==> src/rtl/uart_rx_sha_block_if.sv <==
// Bus bundle for the UART receiver / SHA-256 block assembler.
// The master side is the receiver, which produces the padded block and the
// per-byte status pulses. The slave side is the consumer, which drives the
// serial line and acknowledges finished blocks.
interface uart_rx_sha_block_if;
  logic         rx;
  logic [0:511] msg;
  logic         msg_valid;
  logic         msg_ack;
  logic [7:0]   byte_data;
  logic         byte_valid;
  logic         frame_err;
  logic         overflow;

  modport master (
    input  rx,
    input  msg_ack,
    output msg,
    output msg_valid,
    output byte_data,
    output byte_valid,
    output frame_err,
    output overflow
  );

  modport slave (
    output rx,
    output msg_ack,
    input  msg,
    input  msg_valid,
    input  byte_data,
    input  byte_valid,
    input  frame_err,
    input  overflow
  );
endinterface

==> src/rtl/uart_rx_sha_block.sv <==
// 8N1 UART receiver that assembles a line of text into one SHA-256 padded
// 512-bit message block (big-endian, msg[0] is the MSB of the first byte).
// A line feed finalises the block, carriage returns are skipped, and the
// finished block is held until the consumer acknowledges it.
module uart_rx_sha_block #(
  parameter int CLKS_PER_BIT = 521
) (
  input  logic                clk,
  input  logic                reset,
  uart_rx_sha_block_if.master bus
);

  // Largest message that still leaves room for the pad byte and the
  // 64-bit length field inside a single 512-bit block.
  localparam int MAX_LEN = 55;

  localparam int                 TIMER_W = $clog2(CLKS_PER_BIT);
  localparam logic [TIMER_W-1:0] HALF    = TIMER_W'((CLKS_PER_BIT - 1) / 2);
  localparam logic [TIMER_W-1:0] LAST    = TIMER_W'(CLKS_PER_BIT - 1);

  localparam logic [7:0] CHAR_LF  = 8'h0A;
  localparam logic [7:0] CHAR_CR  = 8'h0D;
  localparam logic [7:0] PAD_BYTE = 8'h80;
  localparam logic [5:0] LEN_FULL = 6'(MAX_LEN);

  typedef enum logic [1:0] {
    IDLE,
    START,
    DATA,
    STOP
  } rx_state_t;

  // Synchroniser and receive datapath
  logic               rx_meta;
  logic               rs;
  rx_state_t          state;
  rx_state_t          state_nxt;
  logic [TIMER_W-1:0] timer;
  logic [TIMER_W-1:0] timer_nxt;
  logic [2:0]         bit_idx;
  logic [2:0]         bit_idx_nxt;
  logic [7:0]         shreg;
  logic [7:0]         shreg_nxt;
  logic               accept;
  logic               stop_bad;

  // Registered outputs and assembler state
  logic [0:511]       msg;
  logic               msg_valid;
  logic [7:0]         byte_data;
  logic               byte_valid;
  logic               frame_err;
  logic               overflow;
  logic [5:0]         len;
  logic [8:0]         wr_ptr;

  assign wr_ptr = {len, 3'b000};

  assign bus.msg        = msg;
  assign bus.msg_valid  = msg_valid;
  assign bus.byte_data  = byte_data;
  assign bus.byte_valid = byte_valid;
  assign bus.frame_err  = frame_err;
  assign bus.overflow   = overflow;

  // Two-flop synchroniser for the asynchronous serial input; idles high.
  always_ff @(posedge clk) begin
    if (reset) begin
      rx_meta <= 1'b1;
      rs      <= 1'b1;
    end else begin
      rx_meta <= bus.rx;
      rs      <= rx_meta;
    end
  end

  // Receive FSM state, bit timer, bit index and shift register.
  always_ff @(posedge clk) begin
    if (reset) begin
      state   <= IDLE;
      timer   <= '0;
      bit_idx <= '0;
      shreg   <= '0;
    end else begin
      state   <= state_nxt;
      timer   <= timer_nxt;
      bit_idx <= bit_idx_nxt;
      shreg   <= shreg_nxt;
    end
  end

  // Next-state logic: start bit is qualified at mid-bit, then every data and
  // stop bit is sampled one full bit period later, i.e. also near mid-bit.
  always_comb begin
    state_nxt   = state;
    timer_nxt   = timer;
    bit_idx_nxt = bit_idx;
    shreg_nxt   = shreg;
    accept      = 1'b0;
    stop_bad    = 1'b0;

    case (state)
      IDLE: begin
        timer_nxt = '0;
        if (!rs) begin
          state_nxt = START;
        end
      end

      START: begin
        if (timer == HALF) begin
          timer_nxt = '0;
          if (!rs) begin
            state_nxt   = DATA;
            bit_idx_nxt = 3'd0;
          end else begin
            state_nxt = IDLE;
          end
        end else begin
          timer_nxt = timer + 1'b1;
        end
      end

      DATA: begin
        if (timer == LAST) begin
          timer_nxt = '0;
          shreg_nxt = {rs, shreg[7:1]};
          if (bit_idx == 3'd7) begin
            state_nxt = STOP;
          end else begin
            bit_idx_nxt = bit_idx + 3'd1;
          end
        end else begin
          timer_nxt = timer + 1'b1;
        end
      end

      STOP: begin
        if (timer == LAST) begin
          timer_nxt = '0;
          state_nxt = IDLE;
          if (rs) begin
            accept = 1'b1;
          end else begin
            stop_bad = 1'b1;
          end
        end else begin
          timer_nxt = timer + 1'b1;
        end
      end

      default: begin
        state_nxt = IDLE;
        timer_nxt = '0;
      end
    endcase
  end

  // Publish an accepted byte or a framing error for exactly one cycle.
  always_ff @(posedge clk) begin
    if (reset) begin
      byte_data  <= '0;
      byte_valid <= 1'b0;
      frame_err  <= 1'b0;
    end else begin
      byte_valid <= accept;
      frame_err  <= stop_bad;
      if (accept) begin
        byte_data <= shreg;
      end
    end
  end

  // Block assembler: bytes are written straight into msg, which is kept zero
  // beyond the current length so finalising only adds the pad and length.
  always_ff @(posedge clk) begin
    if (reset) begin
      msg       <= '0;
      msg_valid <= 1'b0;
      overflow  <= 1'b0;
      len       <= '0;
    end else begin
      overflow <= 1'b0;

      if (msg_valid && bus.msg_ack) begin
        msg_valid <= 1'b0;
        msg       <= '0;
      end

      if (byte_valid) begin
        if (msg_valid) begin
          overflow <= 1'b1;
        end else if (byte_data == CHAR_CR) begin
          overflow <= 1'b0;
        end else if (byte_data == CHAR_LF) begin
          msg[wr_ptr +: 8] <= PAD_BYTE;
          msg[448 +: 64]   <= {55'd0, len, 3'b000};
          msg_valid        <= 1'b1;
          len              <= '0;
        end else if (len == LEN_FULL) begin
          overflow <= 1'b1;
        end else begin
          msg[wr_ptr +: 8] <= byte_data;
          len              <= len + 6'd1;
        end
      end
    end
  end

endmodule

==> src/flat_wrapper.sv <==
// flat-port wrapper written by rule: the top's interface ports become plain ports
module uart_rx_sha_block_flat 
#(
  parameter int CLKS_PER_BIT = 521
)
  (clk, reset, bus_rx, bus_msg_ack, bus_msg, bus_msg_valid, bus_byte_data, bus_byte_valid, bus_frame_err, bus_overflow);
  uart_rx_sha_block_if bus_i ();
  input  logic clk;
  input  logic reset;
  input wire logic [$bits(bus_i.rx)-1:0] bus_rx;
  input wire logic [$bits(bus_i.msg_ack)-1:0] bus_msg_ack;
  output wire logic [$bits(bus_i.msg)-1:0] bus_msg;
  output wire logic [$bits(bus_i.msg_valid)-1:0] bus_msg_valid;
  output wire logic [$bits(bus_i.byte_data)-1:0] bus_byte_data;
  output wire logic [$bits(bus_i.byte_valid)-1:0] bus_byte_valid;
  output wire logic [$bits(bus_i.frame_err)-1:0] bus_frame_err;
  output wire logic [$bits(bus_i.overflow)-1:0] bus_overflow;
  assign bus_i.rx = bus_rx;
  assign bus_i.msg_ack = bus_msg_ack;
  assign bus_msg = bus_i.msg;
  assign bus_msg_valid = bus_i.msg_valid;
  assign bus_byte_data = bus_i.byte_data;
  assign bus_byte_valid = bus_i.byte_valid;
  assign bus_frame_err = bus_i.frame_err;
  assign bus_overflow = bus_i.overflow;
  uart_rx_sha_block #(.CLKS_PER_BIT(CLKS_PER_BIT)) u_core (.clk(clk), .reset(reset), .bus(bus_i));
endmodule
==> config.mk <==
export PLATFORM = sky130hd
export DESIGN_NAME = uart_rx_sha_block_flat
export DESIGN_NICKNAME = d
export VERILOG_FILES = /design/src/rtl/uart_rx_sha_block_if.sv /design/src/rtl/uart_rx_sha_block.sv /design/src/flat_wrapper.sv
export SDC_FILE = /design/constraint.sdc
export NUM_CORES = 1
export LEC_CHECK = 0
export BUFFER_PORTS_ARGS = -buffer_cell sky130_fd_sc_hd__buf_2
export CORE_ASPECT_RATIO = 0.75
export CORE_MARGIN = 5
export CORE_UTILIZATION = 25
export DETAILED_ROUTE_END_ITERATION = 6
export HOLD_SLACK_MARGIN = 0.05
export SLEW_MARGIN = 0
export SYNTH_ARGS = -nofsm -noshare
export SYNTH_HDL_FRONTEND = slang
export SYNTH_SLANG_ARGS = --single-unit
==> constraint.sdc <==
create_clock -name clk -period 3.19 [get_ports clk]
set_input_delay 0 -clock clk [delete_from_list [all_inputs] [get_ports clk]]
set_output_delay 0 -clock clk [all_outputs]
set_load 0.05 [all_outputs]
==> results by group, run 1 <==
GRT
  – Number of global-route vias before repair: 21380
  – Initial antenna violation count: 1
  – Final global-route overflow total: 0
  – Tot GR Track Use: 21.49%
  – First-pass GRT wire length: 152500 um
  – Pin count of the biggest net entering global routing: 122

Clock tree
  – CTS buffer count: 60
  – CTS resizes: 0
  – Clk root buf: clkbuf_16
  – Max clock buf depth: 3
  – Clk sinks: 555
  – Clock-pin slew on the worst setup and hold paths: 0.07 ns
  – CTS HTree Levels: 2
  – Clock latency on the worst-skew pair: 0.64 ns
  – CTS tree: done

Logic synthesis
  – Mux share of post-synthesis cell area: 0.5089%
  – Post-synth cell types: 76
  – Post-synth EDFFs: 0
  – Main combinational cell family by area after synthesis: simple AND/OR/NAND/NOR gates
  – Top FF cell, synth: dfxtp_1
  – Synthesized area: 22130 um2
  – Async set or reset register ratio after synthesis: 0%
  – Complex-gate fraction of the synthesized area: 21.28%
  – Synth Net Count: 2649
  – Adder-Cell Fraction of Synth Area: 0.8482%
  – FF+latch count, synth: 555
  – Simple-Gate Fraction of Synth Area: 22.54%
  – Mean Syn Cell Area: 8.413 um2
  – Synthesized instance count: 2630
  – Ys Warns: 0
  – Proportion of synthesized chip area in sequential cells: 50.21%
  – Synth Area in XOR/XNOR: 0.4354%

Finish
  – Area Overhead vs Synth: 29.01%
  – Multi-input gate area: 10240 um2
  – Nets: 3141
  – Ratio of cells with drive above 1 in the final layout: 25.63%
  – # fillers: 9320
  – FF/Latch Area: 11120 um2
  – Final instance area: 28550 um2

Placement
  – Placer Congestion: 0.9103
  – Dpl ws: 0.2966 ns
  – Area post-placement: 26440 um2
  – Port-buffer cells: 527
  – DP HPWL: 80170 um

Detailed routing
  – ANT nets after route: 0
  – Vias per cell: 5.255
  – Vias: 22730
  – Routed WL: 108000 um
  – Avg WL per Cell: 24.98 um
  – DRT iter0 DRCs: 2329
  – First-pass DRT Iterations: 5
  – Drt drc: 0

Setup path
  – Worst EP required: 3.72 ns
  – Crit path capture type: flip-flop
  – Worst Path Arrival: 3.55 ns
  – CP Class: reg2reg
  – Startpoint Class: flip-flop
  – Crit-path max FO: 20

Run status
  – Status: finished clean

Die
  – IO Pins: 528
  – Starting density of the core: 25.22%
  – Core area: 87740 um2
  – Num rows: 94
  – Die ar.: 94620 um2
  – Die Y: 267.6 um
  – Die width: 353.5 um

STA
  – Worst hold slack: 0.4040 ns
  – Clock skew: 0.03322 ns
  – Post-layout min period: 3.023 ns
  – Setup ws final: 0.1668 ns
  – Max Clk Rate: 330.8 MHz
  – Slew margin rel.: 14.94%
  – Fin. Hold Viols: 0
  – Transition time at the pin with the least slew margin: 1.266 ns
  – Fin crit share: 94.77%
  – Total Neg Setup Slack: 0 ns
  – RSZ-0062 raised after global routing: false
  – Final Max Tran Viols: 0
  – Final Setup Violations: 0

Power
  – Total power: 14.51 mW
  – PD cells: 508.2 nW/um2
  – Max VDD drop: 0.0003789 V
  – Lkg Pwr: 12.43 nW

Worst hold path
  – Hold WC Path Type: in2reg

Job
  – Max-Cap Viols: 0
## worst max-delay path: stages, from the launching register on
cell	delay, ns
dfxtp_1	0.32
buf_4	0.23
ha_1	0.31
nand2b_1	0.54
nor3_1	0.84
nand2_1	0.41
a22oi_1	0.26
## worst paths after layout
check | slack (ns) | cells after the start | to | startpoint
setup / recovery | 0.17 | 6 | u_core.bus.msg[307]$_SDFF_PP0_ | u_core.len[1]$_SDFFE_PP0P_
hold / removal | 0.40 | 3 | u_core.bus.msg[64]$_SDFF_PP0_ | reset
setup reg to reg | 0.17 | 6 | u_core.bus.msg[307]$_SDFF_PP0_ | u_core.len[1]$_SDFFE_PP0P_
hold reg to reg | 0.46 | 2 | u_core.bus.msg[423]$_SDFF_PP0_ | u_core.bus.msg[423]$_SDFF_PP0_
## what timing repair did
action,CTS,global route
hold buffers,4,0
buffers inserted,0,0
endpoints found under the hold margin,89,0
## registers in the layout (all words and copies together) (netlist names), named ones only
signal                 flops
u_core.bus.msg_valid       1
u_core.timer              10
u_core.bus.msg           512
u_core.len                 6
u_core.bus.byte_valid      1
u_core.bus.overflow        1
u_core.bus.frame_err       1
u_core.bus.byte_data       8
u_core.rx_meta             1
u_core.rs                  1
u_core.state               1
u_core.shreg               8
u_core.bit_idx             3
## metal layers
layer  part of all wire, %  track usage, %  wire (um)  vias up
li1                      -               -          -    10440
met1                    43           28.41      46330    11100
met4                   3.1           6.466       3362        2
met3                   9.1           6.618       9848      185
met2                    45           33.87      48480     1006
met5                 0.012               0         13        -
## cells in the mapped netlist, types with 8 or more instances
cell type	instances	share of area, %
and3_1	24	0.68
dfxtp_1	555	50
mux2i_1	9	0.41
a31oi_1	26	0.74
clkbuf_1	179	3.0
nand2_1	462	7.8
nand4_1	15	0.42
nand3b_1	14	0.48
nor2b_1	10	0.28
o211ai_1	14	0.48
nor3_1	49	1.1
buf_2	24	0.54
ha_1	15	0.85
or2_2	10	0.28
inv_1	18	0.31
a311oi_1	8	0.32
or3_1	8	0.23
a22o_1	30	1.2
o21ai_0	29	0.66
a22oi_1	178	6.0
nand2b_1	19	0.54
nand3_1	303	6.9
a211oi_1	8	0.27
o31ai_1	8	0.27
and2_1	8	0.23
nor4_1	12	0.34
nor2_1	109	1.8
a21oi_1	346	7.8
buf_1	11	0.19
## cell usage in the layout (no fill, tap or decap), types with 19 or more instances in the layout
cell,count
a21oi_1,345
buf_4,110
nand2_1,461
a22o_1,30
nand2b_1,19
a31oi_1,23
a22oi_1,178
and3_1,24
nor2_1,105
nor3_1,47
dfxtp_1,547
o21ai_0,29
nand3_1,303
clkbuf_16,61
buf_2,526
## kinds of logic (layout without fill, tap and decap cells)
group / Yosys count / after routing
other: 0 / 1
XOR/XNOR: 11 / 11
AO/OA/AOI/OAI: 726 / 726
flip-flops: 555 / 555
multiplexers: 11 / 11
adder cells (fa/ha/maj): 15 / 15
buffers and inverters: 234 / 776
AND/OR/NAND/NOR: 1078 / 1078
## stage by stage
stage	util [%]	cells
5_1_grt	32.53	4324
3_5_place_dp	30.14	4208
4_1_cts	32.53	4324
6_report	32.54	4325
3_3_place_gp	30.14	4208
2_1_floorplan	-	2630
## final cells by class
| cell class | instances | share of cell area (%) |
|---|---|---|
| clock buffer | 78 | 5.922 |
| clock inverter | 34 | 1.306 |
| sequential | 555 | 38.96 |
| antenna | 1 | 0.008766 |
| timing repair buffer | 646 | 12.66 |
| tap | 1152 | 5.049 |
| multi-input combinational | 1841 | 35.86 |
| inverter | 18 | 0.2367 |
## power breakdown
group / switching, mW / leakage [nW] / total [mW] / internal [mW]
Combinational: 0.170 / 6.96 / 0.208 / 0.0387
Clock: 3.18 / 1.00 / 7.36 / 4.18
Sequential: 0.00558 / 4.47 / 6.94 / 6.93
Total: 3.35 / 12.4 / 14.5 / 11.2
No activity file was read; power rests on OpenSTA's default activity.
==> run 2: changes to the inputs <==
PLACE_DENSITY = 0.48   (was default)
==> run 2 against run 1 <==
  * Sequential share of layout area is 0.53 points lower
  * Flip-flop and latch count unchanged
  * Clock-buffer cell count grew 3
  * First-iteration DRC count shrank 15%
==> results by group, run 2 (same netlist as run 1, synthesis figures left out) <==
Power
  – Switch share: 21.80%
  – Lkg Pwr: 12.63 nW
  – PD cells: 528.0 nW/um2
  – NetSw: 3.332 mW
  – Max VDD drop: 0.0003808 V
  – Sequential power share: 45.4%
  – Logic pwr share: 1.4%
  – Power share of the clock group: 53.2%
  – Int Pwr: 11.95 mW

GRT
  – Pin count of the biggest net entering global routing: 151
  – Most used routing layer: met2
  – Final global-route overflow total: 0
  – Met1 usage: 30.17%
  – Tot GR Track Use: 21.95%
  – GR Layer Usage met2: 33.43%
  – Number of global-route vias before repair: 21660
  – Global-route met3 utilization: 5.944%
  – First-pass GRT wire length: 155000 um
  – Initial antenna violation count: 2

Clock tree
  – Clk sinks: 555
  – CTS HTree Levels: 2
  – CTS buffer count: 61
  – Clk root buf: clkbuf_16
  – Clock-pin slew on the worst setup and hold paths: 0.07 ns
  – CTS tree: done
  – Clock latency on the worst-skew pair: 0.64 ns
  – Max clock buf depth: 3

Setup path
  – Startpoint Class: flip-flop
  – Worst EP required: 3.77 ns
  – Worst Path Arrival: 3.53 ns
  – Crit path capture type: flip-flop
  – Reg2Reg Depth: 6
  – Crit-path max FO: 56
  – CP Class: reg2reg

Finish
  – Ratio of cells with drive above 1 in the final layout: 26.23%
  – Biggest register: u_core.bus.msg
  – Top Registers: u_core.bus.msg x512, u_core.timer x10
  – N_diodes: 0
  – Largest register FFs: 512
  – Commonest non-fill, non-tap cells in the layout: dfxtp_1, buf_2, nand2_1
  – Commonest non-fill, non-tap cell in the layout: dfxtp_1
  – Area Overhead vs Synth: 30.82%
  – Nets: 3154
  – # fillers: 9336
  – Non-filler cells, final: 4339

Die
  – Die Y: 267.6 um
  – Num rows: 94
  – IO Pins: 528
  – Core area: 87740 um2
  – Die ar.: 94620 um2
  – Die width: 353.5 um
  – Starting density of the core: 25.22%

STA
  – Fin crit share: 92.55%
  – Post-layout min period: 2.952 ns
  – Transition time at the pin with the least slew margin: 1.230 ns
  – Max Clk Rate: 338.7 MHz
  – RSZ-0062 raised after global routing: false
  – Clock skew: 0.01301 ns
  – Total Neg Setup Slack: 0 ns
  – Fin. Hold Viols: 0
  – Final Max Tran Viols: 0
  – Final Setup Violations: 0
  – Slew margin rel.: 17.35%

Detailed routing
  – Vias: 22530
  – First-pass DRT Iterations: 5
  – DRT iter0 DRCs: 1983
  – Avg WL per Cell: 25.37 um
  – Vias per cell: 5.191
  – Drt drc: 0
  – ANT nets after route: 0
  – Routed WL: 110100 um

Placement
  – DP HPWL: 79610 um
  – Port-buffer cells: 527
  – Placed insts: 4219
  – Placer Congestion: 0.8490

Job
  – Max-Cap Viols: 0

Run status
  – Status: finished clean

Worst hold path
  – Hold WC Path Type: in2reg
  – Hold path cells: 3
run 2: per-layer routing:
metal | up-vias | wire length (um)
li1 | 10440 | -
met1 | 11000 | 49840
met2 | 900 | 47790
met3 | 180 | 8768
met4 | 0 | 3693
met5 | - | 0
run 2: what timing repair did:
item                                    4_1_cts  5_1_grt
endpoints found under the setup margin        0        7
setup buffers                                 0        0
resized for setup                             0        1
endpoints found under the hold margin        61        0
hold buffers                                  4        0
run 2: area by class of cell:
type                       instances  area, um2  share of cell area (%)
clock inverter                    34      534.3                   1.846
tap                             1152       1441                   4.980
inverter                          18      67.56                  0.2334
sequential                       555      11120                   38.42
multi-input combinational       1841      10270                   35.47
timing repair buffer             658       3729                   12.88
clock buffer                      81       1784                   6.164
run 2: critical path, stage by stage (launching register included):
cell,delay (ns)
dfxtp_2,0.31
or4b_1,0.68
or3_4,0.77
nand3_1,0.34
mux2i_1,0.11
nor2_1,0.10
dlygate4sd3_1,0.56
run 2: final timing paths:
kind	startpoint	end	slack, ns
hold / removal	bus_rx	u_core.rx_meta$_SDFF_PP1_	0.17
hold reg to reg	u_core.rx_meta$_SDFF_PP1_	u_core.rs$_SDFF_PP1_	0.44
setup / recovery	u_core.bus.byte_data[4]$_SDFFE_PP0P_	u_core.bus.msg[368]$_SDFF_PP0_	0.24
setup reg to reg	u_core.bus.byte_data[4]$_SDFFE_PP0P_	u_core.bus.msg[368]$_SDFF_PP0_	0.24
run 2: metrics by stage:
stage | power, mW | util (%) | hold slack, ns | setup WS (ns) | cell area (um2)
floorplan | 7.220 | - | 0.1038 | 0.5626 | 22130
global placement | 7.304 | 30.29 | 0.2789 | 0.2889 | 26570
detailed placement | 7.303 | 30.29 | 0.2614 | 0.2019 | 26570
CTS | 15.46 | 32.98 | 0.1347 | 0.2075 | 28930
global route | 15.72 | 32.99 | 0.1683 | 0.1589 | 28950
finish | 15.28 | 32.99 | 0.1681 | 0.2375 | 28950
run 2: power groups by stage:
stage,registers [mW],logic (mW),clock network (mW)
final,6.94,0.212,8.13
after global routing,6.93,0.228,8.55
after CTS,6.94,0.214,8.31
after detailed placement,7.09,0.210,0
after global placement,7.09,0.211,0
after floorplan,7.09,0.128,0
